--- src/rtl/dac_arbiter_if.sv ---
// Bundle between the requesters, the serial DAC driver and dac_arbiter.
// master = requesters/driver side, slave = the arbiter.
interface dac_arbiter_if #(
    parameter int NREQ = 4,
    parameter int SW   = 12
);
    logic [NREQ-1:0]    req;
    logic [NREQ*SW-1:0] sample;
    logic [NREQ-1:0]    ack;
    logic               busy;
    logic [1:0]         grant_ch;
    logic               dac_en;
    logic [15:0]        dac_data;
    logic               dac_cvt_done;
    logic               err;

    modport master (
        output req, sample, dac_cvt_done,
        input  ack, busy, grant_ch, dac_en, dac_data, err
    );

    modport slave (
        input  req, sample, dac_cvt_done,
        output ack, busy, grant_ch, dac_en, dac_data, err
    );
endinterface

--- src/rtl/dac_arbiter.sv ---
// Round-robin arbiter sharing one serial DAC driver among NREQ requesters.
// Optional driver watchdog enabled by defining DAC_ARB_TIMEOUT_EN.
module dac_arbiter #(
    parameter int NREQ           = 4,
    parameter int SW             = 12,
    parameter int GAP_CYCLES     = 4,
    parameter int TIMEOUT_CYCLES = 1024
) (
    input  logic          clk,
    input  logic          rst,
    dac_arbiter_if.slave  io_bus
);

    typedef enum logic [2:0] {
        S_IDLE,
        S_ARB,
        S_START,
        S_WAIT,
        S_GAP
    } state_t;

    state_t          r_state, w_next_state;
    logic [1:0]      r_rr_ptr, w_rr_ptr_nxt;
    logic [7:0]      r_gap_cnt, w_gap_cnt_nxt;
    logic            r_done_q;
    logic [NREQ-1:0] r_ack, w_ack_nxt;
    logic            r_busy;
    logic [1:0]      r_grant_ch, w_grant_ch_nxt;
    logic            r_dac_en, w_dac_en_nxt;
    logic [15:0]     r_dac_data, w_dac_data_nxt;
    logic            r_err, w_err_nxt;

    logic            w_any_req;
    logic            w_done_rise;
    logic            w_wd_expired;
    logic [1:0]      w_winner;
    logic [SW-1:0]   w_sample;

    assign w_any_req   = |io_bus.req;
    assign w_done_rise = io_bus.dac_cvt_done & ~r_done_q;

    // NREQ is fixed at 4, so the 2-bit sum wraps from NREQ-1 back to 0 by itself.
    // Scanning offsets downward leaves the nearest set bit above the pointer as winner.
    always_comb begin
        w_winner = r_rr_ptr;
        for (int k = NREQ - 1; k >= 0; k--) begin
            if (io_bus.req[r_rr_ptr + 2'(k)]) begin
                w_winner = r_rr_ptr + 2'(k);
            end
        end
    end

    always_comb begin
        w_sample = '0;
        for (int k = 0; k < NREQ; k++) begin
            if (w_winner == 2'(k)) begin
                w_sample = io_bus.sample[k*SW +: SW];
            end
        end
    end

`ifdef DAC_ARB_TIMEOUT_EN
    logic [15:0] r_wd_cnt;

    // Held at zero outside WAIT, so it starts from zero on every entry.
    always_ff @(posedge clk or posedge rst) begin
        if (rst) begin
            r_wd_cnt <= '0;
        end else if (r_state != S_WAIT) begin
            r_wd_cnt <= '0;
        end else begin
            r_wd_cnt <= r_wd_cnt + 16'd1;
        end
    end

    assign w_wd_expired = (r_wd_cnt == 16'(TIMEOUT_CYCLES - 1));
`else
    logic w_unused_timeout;

    assign w_unused_timeout = (TIMEOUT_CYCLES != 0);
    assign w_wd_expired     = 1'b0;
`endif

    // NOTE: every signal written here gets a default first, so no path can infer a latch.
    always_comb begin
        w_next_state   = r_state;
        w_rr_ptr_nxt   = r_rr_ptr;
        w_gap_cnt_nxt  = r_gap_cnt;
        w_ack_nxt      = '0;
        w_grant_ch_nxt = r_grant_ch;
        w_dac_en_nxt   = 1'b0;
        w_dac_data_nxt = r_dac_data;
        w_err_nxt      = 1'b0;

        unique case (r_state)
            S_IDLE: begin
                if (w_any_req) begin
                    w_next_state = S_ARB;
                end
            end

            S_ARB: begin
                if (w_any_req) begin
                    w_grant_ch_nxt = w_winner;
                    w_dac_data_nxt = {w_winner, 2'b00, w_sample};
                    w_next_state   = S_START;
                end else begin
                    w_next_state   = S_IDLE;
                end
            end

            S_START: begin
                w_dac_en_nxt = 1'b1;
                w_next_state = S_WAIT;
            end

            S_WAIT: begin
                // A done edge coinciding with the watchdog limit is a success.
                if (w_done_rise || w_wd_expired) begin
                    w_ack_nxt[r_grant_ch] = 1'b1;
                    w_err_nxt             = w_wd_expired & ~w_done_rise;
                    w_rr_ptr_nxt          = r_grant_ch + 2'd1;
                    w_gap_cnt_nxt         = 8'(GAP_CYCLES);
                    w_next_state          = S_GAP;
                end
            end

            S_GAP: begin
                if (r_gap_cnt == 8'd0) begin
                    w_next_state  = S_IDLE;
                end else begin
                    w_gap_cnt_nxt = r_gap_cnt - 8'd1;
                end
            end

            default: begin
                w_next_state = S_IDLE;
            end
        endcase
    end

    // NOTE: state registers use non-blocking assignments so every flop samples pre-edge values.
    always_ff @(posedge clk or posedge rst) begin
        if (rst) begin
            r_state    <= S_IDLE;
            r_rr_ptr   <= '0;
            r_gap_cnt  <= '0;
            r_done_q   <= 1'b0;
            r_ack      <= '0;
            r_busy     <= 1'b0;
            r_grant_ch <= '0;
            r_dac_en   <= 1'b0;
            r_dac_data <= '0;
            r_err      <= 1'b0;
        end else begin
            r_state    <= w_next_state;
            r_rr_ptr   <= w_rr_ptr_nxt;
            r_gap_cnt  <= w_gap_cnt_nxt;
            r_done_q   <= io_bus.dac_cvt_done;
            r_ack      <= w_ack_nxt;
            r_busy     <= (w_next_state != S_IDLE);
            r_grant_ch <= w_grant_ch_nxt;
            r_dac_en   <= w_dac_en_nxt;
            r_dac_data <= w_dac_data_nxt;
            r_err      <= w_err_nxt;
        end
    end

    assign io_bus.ack      = r_ack;
    assign io_bus.busy     = r_busy;
    assign io_bus.grant_ch = r_grant_ch;
    assign io_bus.dac_en   = r_dac_en;
    assign io_bus.dac_data = r_dac_data;
    assign io_bus.err      = r_err;

endmodule

--- src/flat_wrapper.sv ---
// flat-port wrapper written by rule: the top's interface ports become plain ports
module dac_arbiter_flat 
#(
    parameter int NREQ           = 4,
    parameter int SW             = 12,
    parameter int GAP_CYCLES     = 4,
    parameter int TIMEOUT_CYCLES = 1024
)
  (clk, rst, io_bus_req, io_bus_sample, io_bus_dac_cvt_done, io_bus_ack, io_bus_busy, io_bus_grant_ch, io_bus_dac_en, io_bus_dac_data, io_bus_err);
  dac_arbiter_if #(.NREQ(NREQ), .SW(SW)) io_bus_i ();
  input  logic clk;
  input  logic rst;
  input wire logic [$bits(io_bus_i.req)-1:0] io_bus_req;
  input wire logic [$bits(io_bus_i.sample)-1:0] io_bus_sample;
  input wire logic [$bits(io_bus_i.dac_cvt_done)-1:0] io_bus_dac_cvt_done;
  output wire logic [$bits(io_bus_i.ack)-1:0] io_bus_ack;
  output wire logic [$bits(io_bus_i.busy)-1:0] io_bus_busy;
  output wire logic [$bits(io_bus_i.grant_ch)-1:0] io_bus_grant_ch;
  output wire logic [$bits(io_bus_i.dac_en)-1:0] io_bus_dac_en;
  output wire logic [$bits(io_bus_i.dac_data)-1:0] io_bus_dac_data;
  output wire logic [$bits(io_bus_i.err)-1:0] io_bus_err;
  assign io_bus_i.req = io_bus_req;
  assign io_bus_i.sample = io_bus_sample;
  assign io_bus_i.dac_cvt_done = io_bus_dac_cvt_done;
  assign io_bus_ack = io_bus_i.ack;
  assign io_bus_busy = io_bus_i.busy;
  assign io_bus_grant_ch = io_bus_i.grant_ch;
  assign io_bus_dac_en = io_bus_i.dac_en;
  assign io_bus_dac_data = io_bus_i.dac_data;
  assign io_bus_err = io_bus_i.err;
  dac_arbiter #(.NREQ(NREQ), .SW(SW), .GAP_CYCLES(GAP_CYCLES), .TIMEOUT_CYCLES(TIMEOUT_CYCLES)) u_core (.clk(clk), .rst(rst), .io_bus(io_bus_i));
endmodule
--- config.mk ---
export PLATFORM = sky130hd
export DESIGN_NAME = dac_arbiter_flat
export DESIGN_NICKNAME = d
export VERILOG_FILES = /design/src/rtl/dac_arbiter_if.sv /design/src/rtl/dac_arbiter.sv /design/src/flat_wrapper.sv
export SDC_FILE = /design/constraint.sdc
export NUM_CORES = 1
export LEC_CHECK = 0
export ABC_CLOCK_PERIOD_IN_PS = 2460
export CORE_ASPECT_RATIO = 0.5
export CORE_MARGIN = 4
export CORE_UTILIZATION = 44
export DETAILED_ROUTE_END_ITERATION = 12
export PLACE_DENSITY = 0.9
export RECOVER_POWER = 100
export SKIP_LAST_GASP = 1
export SLEW_MARGIN = 30
export SYNTH_ARGS = -nofsm -noshare
export SYNTH_HDL_FRONTEND = slang
export SYNTH_SLANG_ARGS = --single-unit
--- constraint.sdc ---
create_clock -name clk -period 2.46 [get_ports clk]
set_input_delay 0.492 -clock clk [delete_from_list [all_inputs] [get_ports clk]]
set_output_delay 0.492 -clock clk [all_outputs]
set_load 0.01 [all_outputs]
==> results of run 1 <==
[layer usage]
metal	share of wire	global-route usage
met5	0	0
met4	0.010	0.0673
met3	0.044	0.0402
met2	0.54	0.349
met1	0.41	0.223
[logic make-up after synthesis]
kind of cell / synth area share
xor+xnor: 0.0211
other cells: 0.00180
compound gates: 0.261
simple gates: 0.186
mux: 0.0102
buf+inv: 0.0806
fa+ha+maj: 0.0301
flops: 0.409
[sequential cells by signal, indices dropped and copies added (netlist names)]
name,cells
u_core.io_bus.grant_ch,1
u_core.r_state,3
u_core.io_bus.busy,1
u_core.r_done_q,1
u_core.io_bus.ack,4
u_core.r_gap_cnt,8
u_core.r_rr_ptr,2
u_core.io_bus.dac_data,13
u_core.io_bus.dac_en,1
[placed cells by master, fill, tap and decap left out, types with 2 or more instances in the layout]
master	instances
o21ai_0	10
clkbuf_2	2
o211ai_1	22
a21oi_1	4
ha_1	5
o211ai_2	2
inv_1	20
nor2b_1	3
and2_1	3
o21a_1	14
dfrtp_1	34
nor3b_1	13
clkdlybuf4s50_1	51
clkbuf_8	6
nand2b_1	4
nor2_1	12
nor3_1	2
buf_4	7
dlygate4sd3_1	25
xor2_1	5
nand2_1	9
conb_1	3
nand3b_1	2
a22oi_1	11
[cell usage after synthesis, types with 2 or more instances]
| cell type | number |
|---|---|
| o21a_1 | 14 |
| nand2_1 | 9 |
| a21oi_1 | 4 |
| a22oi_1 | 11 |
| o211ai_2 | 3 |
| nor3_1 | 2 |
| buf_2 | 2 |
| xor2_1 | 5 |
| clkbuf_1 | 7 |
| nor2b_1 | 3 |
| o211ai_1 | 21 |
| nor2_1 | 10 |
| nand3b_1 | 2 |
| o21ai_1 | 4 |
| and2_1 | 4 |
| ha_1 | 5 |
| dfrtp_1 | 34 |
| o21ai_2 | 2 |
| nand2b_1 | 4 |
| buf_4 | 6 |
| nor2_2 | 2 |
| nor3b_1 | 13 |
| inv_1 | 20 |
| o21ai_0 | 5 |
[worst max path at each step]
stage | startpoint | end | slack, ns | cells after the start
after floorplan | io_bus_req[3] | u_core.io_bus.dac_data[1]$_DFFE_PP0P_ | 0.60 | 7
after global placement | io_bus_req[0] | u_core.io_bus.dac_data[0]$_DFFE_PP0P_ | 0.14 | 6
after detailed placement | io_bus_req[3] | u_core.io_bus.dac_data[1]$_DFFE_PP0P_ | 0.04 | 7
after CTS | io_bus_req[3] | u_core.io_bus.dac_data[2]$_DFFE_PP0P_ | 0.30 | 7
after global routing | io_bus_req[3] | u_core.io_bus.dac_data[6]$_DFFE_PP0P_ | 0.11 | 7
final | io_bus_req[3] | u_core.io_bus.dac_data[2]$_DFFE_PP0P_ | 0.22 | 8
[power by group through the flow]
stage          Sequential [mW]  Combinational (mW)  Clock [mW]
4_1_cts                  0.971                1.47       0.442
5_1_grt                  0.993                1.50       0.471
3_5_place_dp             0.979                1.46           0
3_3_place_gp             0.958                1.38           0
2_1_floorplan            0.996               0.836           0
6_report                 0.963                1.36       0.433
[worst max-delay path, cell delays in order]
cell and delay, ns:
dlygate4sd3_1 0.62, buf_4 0.18, nor4_2 0.35, nor3_1 0.10
nand2_2 0.09, clkbuf_2 0.31, a22oi_1 0.15, o211ai_1 0.13
[layout make-up]
type                            count  area (sq um)  area share
Inverter                           20          75.1      0.0253
Clock inverter                      2          12.5     0.00422
Timing Repair Buffer               85           823       0.278
Sequential cell                    34           851       0.287
Tap cell                           66          82.6      0.0278
Multi-Input combinational cell    145          1040       0.350
Clock buffer                        6          82.6      0.0278
[through the flow]
step / cell area (sq um) / power, mW / hold slack, ns / util / setup slack, ns
floorplan: 2090 / 1.83 / 0.491 / - / 0.601
global placement: 2910 / 2.34 / 0.516 / 0.647 / 0.139
detailed placement: 2910 / 2.44 / 0.517 / 0.647 / 0.0381
CTS: 3000 / 2.88 / 0.533 / 0.669 / 0.296
global route: 2970 / 2.96 / 0.542 / 0.661 / 0.107
finish: 2970 / 2.76 / 0.525 / 0.661 / 0.218
==> impl_metrics.py, run 1 <==
metrics = {
    "yosys": {
        "avgSynthCellArea_sq_um": 9.76,
        "ys_warn_count": 0,
        "yosysTopAreaCellShare": 0.409,
        "synth_cell_types": 45,
        "synth_seq_cells": 34,
        "synth_edf_count": 0,
        "syn_inst": 213,
        "syn-cell-area_sq_um": 2080,
        "synth_area_leaders": "dfrtp_1, o211ai_1, o21a_1",
        "synthArstFlopShare": 1.00,
        "ys_seq_area_frac": 0.409,
        "synth_area_leader_cell": "dfrtp_1",
        "synth_ff_type": "dfrtp_1",
    },
    "pwr": {
        "intPower_mw": 1.66,
        "power_leakage_nw": 1.27,
        "p_switching_mw": 1.09,
        "pwr-share-seq": 0.349,
        "pwr-share-clk": 0.157,
        "swShare": 0.397,
        "pwr-share-comb": 0.494,
        "pwr_density_cell_nw_per_um2": 930,
        "ir_drop_v": 0.000336,
    },
    "finish": {
        "fillers": 354,
        "drive_gt1_frac": 0.0959,
        "n_antenna_cell": 0,
        "fin_cells": 358,
        "syn2layout_area_growth_pct": 42.6,
        "fin_nets": 351,
    },
    "job": {
        "drv_cap": 0,
    },
    "place": {
        "place.gp.congestion": 0.837,
        "post-place-cells": 350,
        "placement.io_buffers": 76,
        "dp_hpwl_mm": 4.17,
    },
    "floorplanning": {
        "die_h_um": 56.6,
        "rows": 17,
        "dieArea_sq_um": 5960,
        "initial_utilization": 0.463,
        "die_w_um": 105,
        "num_io_pins": 80,
        "coreArea_sq_um": 4490,
    },
    "worst_setup_path": {
        "rr_worst_depth": 5,
        "reg2reg_from": "u_core.r_gap_cnt[3]$_DFFE_PP0P_",
        "crit_path_start_kind": "input pin",
        "reg2reg_to": "u_core.r_gap_cnt[2]$_DFFE_PP0P_",
        "arrival_ns": 2.44,
        "critPathKind": "in -> reg",
        "cp_data_required_time_ns": 2.65,
        "r2r_slack_ns": 0.46,
        "end_kind": "flip-flop",
        "path_max_fanout": 17,
    },
    "outcome": {
        "status": "complete, no violations",
    },
    "detailed_routing": {
        "drt_iter0_drc": 58,
        "first_pass_iters": 4,
        "drc": 0,
        "routed_via_density": 5.25,
        "antenna_left": 0,
        "drt-wirelength-per-cell_um": 15.3,
        "wirelength_mm": 5.49,
        "vias": 1879,
    },
    "clock_network": {
        "clockBufferDepth": 2,
        "post_cts_buffers": 0,
        "tritoncts": "done",
        "cts_root_buffer": "clkbuf_8",
        "cts_resized": 0,
        "h-tree-depth": 2,
        "numCtsBuffers": 5,
        "clk_latency_ns": 0.29,
        "cts.clk_slew.worst_paths_ns": 0.07,
        "clock-sinks": 34,
        "postCtsHoldBufs": 0,
    },
    "min_path": {
        "hold_start": "u_core.io_bus.dac_data[0]$_DFFE_PP0P_",
        "hold_path_depth": 2,
        "hold_class": "reg -> reg",
        "hold_path_end": "u_core.io_bus.dac_data[0]$_DFFE_PP0P_",
    },
    "timing": {
        "fin_setup_tns_ns": 0,
        "clock.fmax_ghz": 0.446,
        "skew_ns": 0.00331,
        "slew_viol_final": 0,
        "fin_crit_sh": 0.911,
        "slew_headroom": 0.440,
        "rsz0062_at_grt": "no",
        "post-route-min-period_ns": 2.24,
        "setup_viol": 0,
        "tightest_slew_ns": 0.840,
        "hold_viol_final": 0,
    },
    "global_routing": {
        "grt_pass1_vias": 1939,
        "globalRoute.totalOverflow": 0,
        "grt_pass1_wl_mm": 9.26,
        "grt_max_degree": 35,
        "track_usage": 0.191,
        "grt_antenna_before_repair": 0,
    },
}
Power figures use the tool's default switching activity.
==> run 2, diff against run 1 <==
RECOVER_POWER = not set   (was 100)
==> run 2 against run 1 <==
  * Fmax increased by 4.3%
  * Sequential share of layout area decreased by 0.34 points
  * Critical path type unchanged
  * Clock-buffer cell count unchanged
  * Global-route usage unchanged
  * Sequential cell count unchanged
  * Routed wire length increased by 0.16%
  * Register-to-register slack improved by 0.09 ns
  * First-iteration DRC count decreased by 8.6%
  * Final cell count unchanged
  * Largest cell class unchanged
==> impl_metrics.py, run 2 (synthesized netlist as in run 1, its figures left out) <==
metrics = {
    "worst_setup_path": {
        "crit_path_start_kind": "input pin",
        "slowest_delay_ns": 0.58,
        "cp_top_family": "buffers and inverters",
        "critPathKind": "in -> reg",
        "cp_data_required_time_ns": 2.65,
        "arrival_ns": 2.34,
        "r2r_slack_ns": 0.55,
        "end_kind": "flip-flop",
        "crit_chain": "clkdlybuf4s50_1 > buf_4 > nor4_2 > nor4b_2 > o21a_1 > a22oi_1 > o211ai_1",
        "worst-path-buf-inv": 2,
        "slowest_stage": "clkdlybuf4s50_1",
        "path_max_fanout": 12,
    },
    "global_routing": {
        "track_usage": 0.191,
        "grt_pass1_wl_mm": 9.26,
        "globalRoute.totalOverflow": 0,
        "grt_max_degree": 35,
        "grt_pass1_vias": 1939,
        "grt_antenna_before_repair": 0,
    },
    "timing": {
        "post-route-min-period_ns": 2.15,
        "rsz0062_at_grt": "no",
        "skew_ns": 0.00279,
        "slew_viol_final": 0,
        "tightest_slew_ns": 0.498,
        "setup_viol": 0,
        "fin_crit_sh": 0.874,
        "hold_viol_final": 0,
        "clock.fmax_ghz": 0.465,
        "slew_headroom": 0.668,
        "fin_setup_tns_ns": 0,
        "hold_ws_ns": 0.532,
    },
    "clock_network": {
        "clockBufferDepth": 2,
        "clk_latency_ns": 0.29,
        "post_cts_buffers": 0,
        "tritoncts": "done",
        "numCtsBuffers": 5,
        "h-tree-depth": 2,
        "cts_root_buffer": "clkbuf_8",
        "cts.clk_slew.worst_paths_ns": 0.07,
        "postCtsHoldBufs": 0,
        "clock-sinks": 34,
        "cts_resized": 0,
    },
    "floorplanning": {
        "dieArea_sq_um": 5960,
        "die_h_um": 56.6,
        "initial_utilization": 0.463,
        "die_w_um": 105,
        "rows": 17,
        "coreArea_sq_um": 4490,
        "num_io_pins": 80,
    },
    "pwr": {
        "power_leakage_nw": 1.25,
        "ir_drop_v": 0.000345,
        "pwr_density_cell_nw_per_um2": 955,
    },
    "detailed_routing": {
        "drt_iter0_drc": 53,
        "top_layer_used": "met4",
        "drc": 0,
        "antenna_left": 0,
        "wl_met2_mm": 2.94,
        "drt-wirelength-per-cell_um": 15.3,
        "vias": 1885,
        "wirelength_mm": 5.49,
        "first_pass_iters": 4,
        "routed_via_density": 5.27,
        "m1WireLength_mm": 2.23,
        "routed-wl-met3_um": 246,
    },
    "finish": {
        "largest_reg_flops": 13,
        "syn2layout_area_growth_pct": 44.3,
        "n_antenna_cell": 0,
        "mostFrequentLayoutCell": "clkdlybuf4s50_1",
        "drive_gt1_frac": 0.120,
        "final_cell_mix": "clkdlybuf4s50_1, dfrtp_1, o211ai_1, inv_1, o21a_1",
        "fin_nets": 351,
        "fillers": 345,
    },
    "place": {
        "dp_hpwl_mm": 4.17,
        "placement.io_buffers": 76,
        "place.gp.congestion": 0.837,
    },
    "min_path": {
        "hold_class": "reg -> reg",
    },
    "job": {
        "drv_cap": 0,
    },
    "outcome": {
        "status": "complete, no violations",
    },
}
## run 2: area by class of cell
type	count	area, sq um	area share
timing repair buffer	85	828	0.276
inverter	20	75.1	0.0250
multi-input combinational	145	1070	0.356
tap	66	82.6	0.0275
sequential	34	851	0.284
clock buffer	6	82.6	0.0275
clock inverter	2	12.5	0.00417
## run 2: routing by layer
layer,vias up,global-route usage
met2,57,0.349
met4,0,0.0673
met1,908,0.223
met3,8,0.0402
li1,912,-
met5,-,0
## run 2: metrics by stage
| step | worst slack (ns) | power, mW | cells | cell area [sq um] | utilization |
|---|---|---|---|---|---|
| 2_1_floorplan | 0.601 | 1.83 | 215 | 2090 | - |
| 3_3_place_gp | 0.139 | 2.34 | 350 | 2910 | 0.647 |
| 3_5_place_dp | 0.0381 | 2.44 | 350 | 2910 | 0.647 |
| 4_1_cts | 0.296 | 2.88 | 358 | 3000 | 0.669 |
| 5_1_grt | 0.203 | 3.07 | 358 | 3000 | 0.669 |
| 6_report | 0.310 | 2.87 | 358 | 3000 | 0.669 |
## run 2: final timing paths
kind	from	end	cells after the start
worst max-delay path	io_bus_req[3]	u_core.io_bus.dac_data[2]$_DFFE_PP0P_	7
min in group asynchronous	rst	u_core.r_gap_cnt[3]$_DFFE_PP0P_	3
worst min-delay path	u_core.io_bus.dac_data[0]$_DFFE_PP0P_	u_core.io_bus.dac_data[0]$_DFFE_PP0P_	2
max in group asynchronous	rst	u_core.io_bus.dac_data[2]$_DFFE_PP0P_	3
worst min register to register	u_core.io_bus.dac_data[0]$_DFFE_PP0P_	u_core.io_bus.dac_data[0]$_DFFE_PP0P_	2
worst max register to register	u_core.r_gap_cnt[3]$_DFFE_PP0P_	u_core.r_gap_cnt[7]$_DFFE_PP0P_	5
## run 2: where the power goes
group | total (mW) | switching, mW | internal [mW]
combinational | 1.46 | 0.716 | 0.745
clock | 0.432 | 0.207 | 0.225
sequential | 0.973 | 0.198 | 0.775
total | 2.87 | 1.12 | 1.74
## run 2: worst register-to-register path: cells and delay by family, from the launching register on
| family | cells | cell delay [ns] |
|---|---|---|
| AND/OR/NAND/NOR | 2 | 0.63 |
| AO/OA/AOI/OAI | 2 | 0.57 |
| flip-flops | 1 | 0.43 |
| XOR/XNOR | 1 | 0.17 |
==> run 3, diff against run 2 <==
RECOVER_POWER = 25   (was not set)
==> run 3 against run 2 <==
  * Utilization is 0.056 points lower
  * Clock power about the same
  * Die area did not move
  * Sequential power is essentially flat
  * Register-to-register slack barely moved
  * Combinational power about the same
  * Hold slack stayed put
  * Final area about the same
  * Setup slack is the same
==> impl_metrics.py, run 3 (synthesized netlist as in run 1, its figures left out) <==
metrics = {
    "floorplanning": {
        "dieArea_sq_um": 5960,
        "die_w_um": 105,
        "num_io_pins": 80,
        "rows": 17,
        "coreArea_sq_um": 4490,
        "die_h_um": 56.6,
        "initial_utilization": 0.463,
    },
    "clock_network": {
        "tritoncts": "done",
        "clockBufferDepth": 2,
        "postCtsHoldBufs": 0,
        "clk_latency_ns": 0.29,
        "h-tree-depth": 2,
        "cts.clk_slew.worst_paths_ns": 0.07,
        "post_cts_buffers": 0,
        "numCtsBuffers": 5,
        "cts_root_buffer": "clkbuf_8",
        "clock-sinks": 34,
        "cts_resized": 0,
    },
    "finish": {
        "fin_nets": 351,
        "drive_gt1_frac": 0.120,
        "mostFrequentLayoutCell": "clkdlybuf4s50_1",
        "final_cell_mix": "clkdlybuf4s50_1, dfrtp_1, o211ai_1, inv_1, o21a_1",
        "largest_reg_flops": 13,
        "fin_area_sq_um": 3000,
        "final_util": 0.668,
        "syn2layout_area_growth_pct": 44.2,
        "n_antenna_cell": 0,
    },
    "worst_setup_path": {
        "reg2reg_to": "u_core.r_gap_cnt[7]$_DFFE_PP0P_",
        "cp_data_required_time_ns": 2.65,
        "rr_worst_depth": 5,
        "r2r_slack_ns": 0.55,
        "startpoint": "io_bus_req[3]",
        "end_kind": "flip-flop",
        "critPathKind": "in -> reg",
        "path_max_fanout": 12,
        "crit_path_start_kind": "input pin",
        "arrival_ns": 2.34,
        "reg2reg_from": "u_core.r_gap_cnt[3]$_DFFE_PP0P_",
    },
    "timing": {
        "hold_ws_ns": 0.532,
        "tightest_slew_ns": 0.841,
        "slew_viol_final": 0,
        "hold_viol_final": 0,
        "post-route-min-period_ns": 2.15,
        "setup_viol": 0,
        "rsz0062_at_grt": "no",
        "skew_ns": 0.00279,
        "fin_setup_tns_ns": 0,
        "fin_crit_sh": 0.874,
        "clock.fmax_ghz": 0.465,
        "slew_headroom": 0.439,
    },
    "pwr": {
        "power_leakage_nw": 1.25,
        "ir_drop_v": 0.000345,
        "pwr_density_cell_nw_per_um2": 956,
    },
    "global_routing": {
        "globalRoute.totalOverflow": 0,
        "grt_antenna_before_repair": 0,
        "grt_pass1_wl_mm": 9.26,
        "grt_max_degree": 35,
        "track_usage": 0.191,
        "grt_pass1_vias": 1939,
    },
    "place": {
        "placement.io_buffers": 76,
        "dp_hpwl_mm": 4.17,
        "place.gp.congestion": 0.837,
        "dpl-instance-area_sq_um": 2910,
    },
    "min_path": {
        "hold_path_depth": 2,
        "hold_start": "u_core.io_bus.dac_data[0]$_DFFE_PP0P_",
        "hold_path_end": "u_core.io_bus.dac_data[0]$_DFFE_PP0P_",
        "hold_class": "reg -> reg",
    },
    "outcome": {
        "status": "complete, no violations",
    },
    "detailed_routing": {
        "vias": 1885,
        "drt-wirelength-per-cell_um": 15.3,
        "drt_iter0_drc": 53,
        "drc": 0,
        "antenna_left": 0,
        "wirelength_mm": 5.49,
        "first_pass_iters": 4,
        "routed_via_density": 5.27,
    },
    "job": {
        "drv_cap": 0,
    },
}
run 3: cell type report:
class / instances / area, sq um
Fill cell: 346 / 1490
Multi-Input combinational cell: 145 / 1070
Sequential cell: 34 / 851
Timing Repair Buffer: 85 / 826
Clock buffer: 6 / 82.6
Tap cell: 66 / 82.6
Inverter: 20 / 75.1
Clock inverter: 2 / 12.5
run 3: worst max-delay path, cell delays in order:
cell	delay (ns)
clkdlybuf4s50_1	0.58
buf_4	0.17
nor4_2	0.06
nor4b_2	0.35
o21a_1	0.44
a22oi_1	0.13
o211ai_1	0.13
run 3: worst max path at each step:
stage / cells past startpoint / endpoint
finish: 7 / u_core.io_bus.dac_data[2]$_DFFE_PP0P_
CTS: 7 / u_core.io_bus.dac_data[2]$_DFFE_PP0P_
detailed placement: 7 / u_core.io_bus.dac_data[1]$_DFFE_PP0P_
floorplan: 7 / u_core.io_bus.dac_data[1]$_DFFE_PP0P_
global route: 7 / u_core.io_bus.dac_data[6]$_DFFE_PP0P_
global placement: 6 / u_core.io_bus.dac_data[0]$_DFFE_PP0P_
run 3: routing by layer:
| layer | vias up | wire [um] | track usage |
|---|---|---|---|
| li1 | 912 | - | - |
| met1 | 908 | 2230 | 0.223 |
| met2 | 57 | 2940 | 0.349 |
| met3 | 8 | 246 | 0.0402 |
| met4 | 0 | 71 | 0.0673 |
| met5 | - | 0 | 0 |
run 3: through the flow:
step           total power, mW  cells  setup WS [ns]
3_5_place_dp              2.44    350         0.0381
5_1_grt                   3.07    358          0.203
2_1_floorplan             1.83    215          0.601
4_1_cts                   2.88    358          0.296
3_3_place_gp              2.34    350          0.139
6_report                  2.86    358          0.310
run 3: power breakdown:
part | total [mW] | switching [mW] | internal, mW
clock network | 0.432 | 0.207 | 0.225
registers | 0.972 | 0.197 | 0.775
logic | 1.46 | 0.716 | 0.744
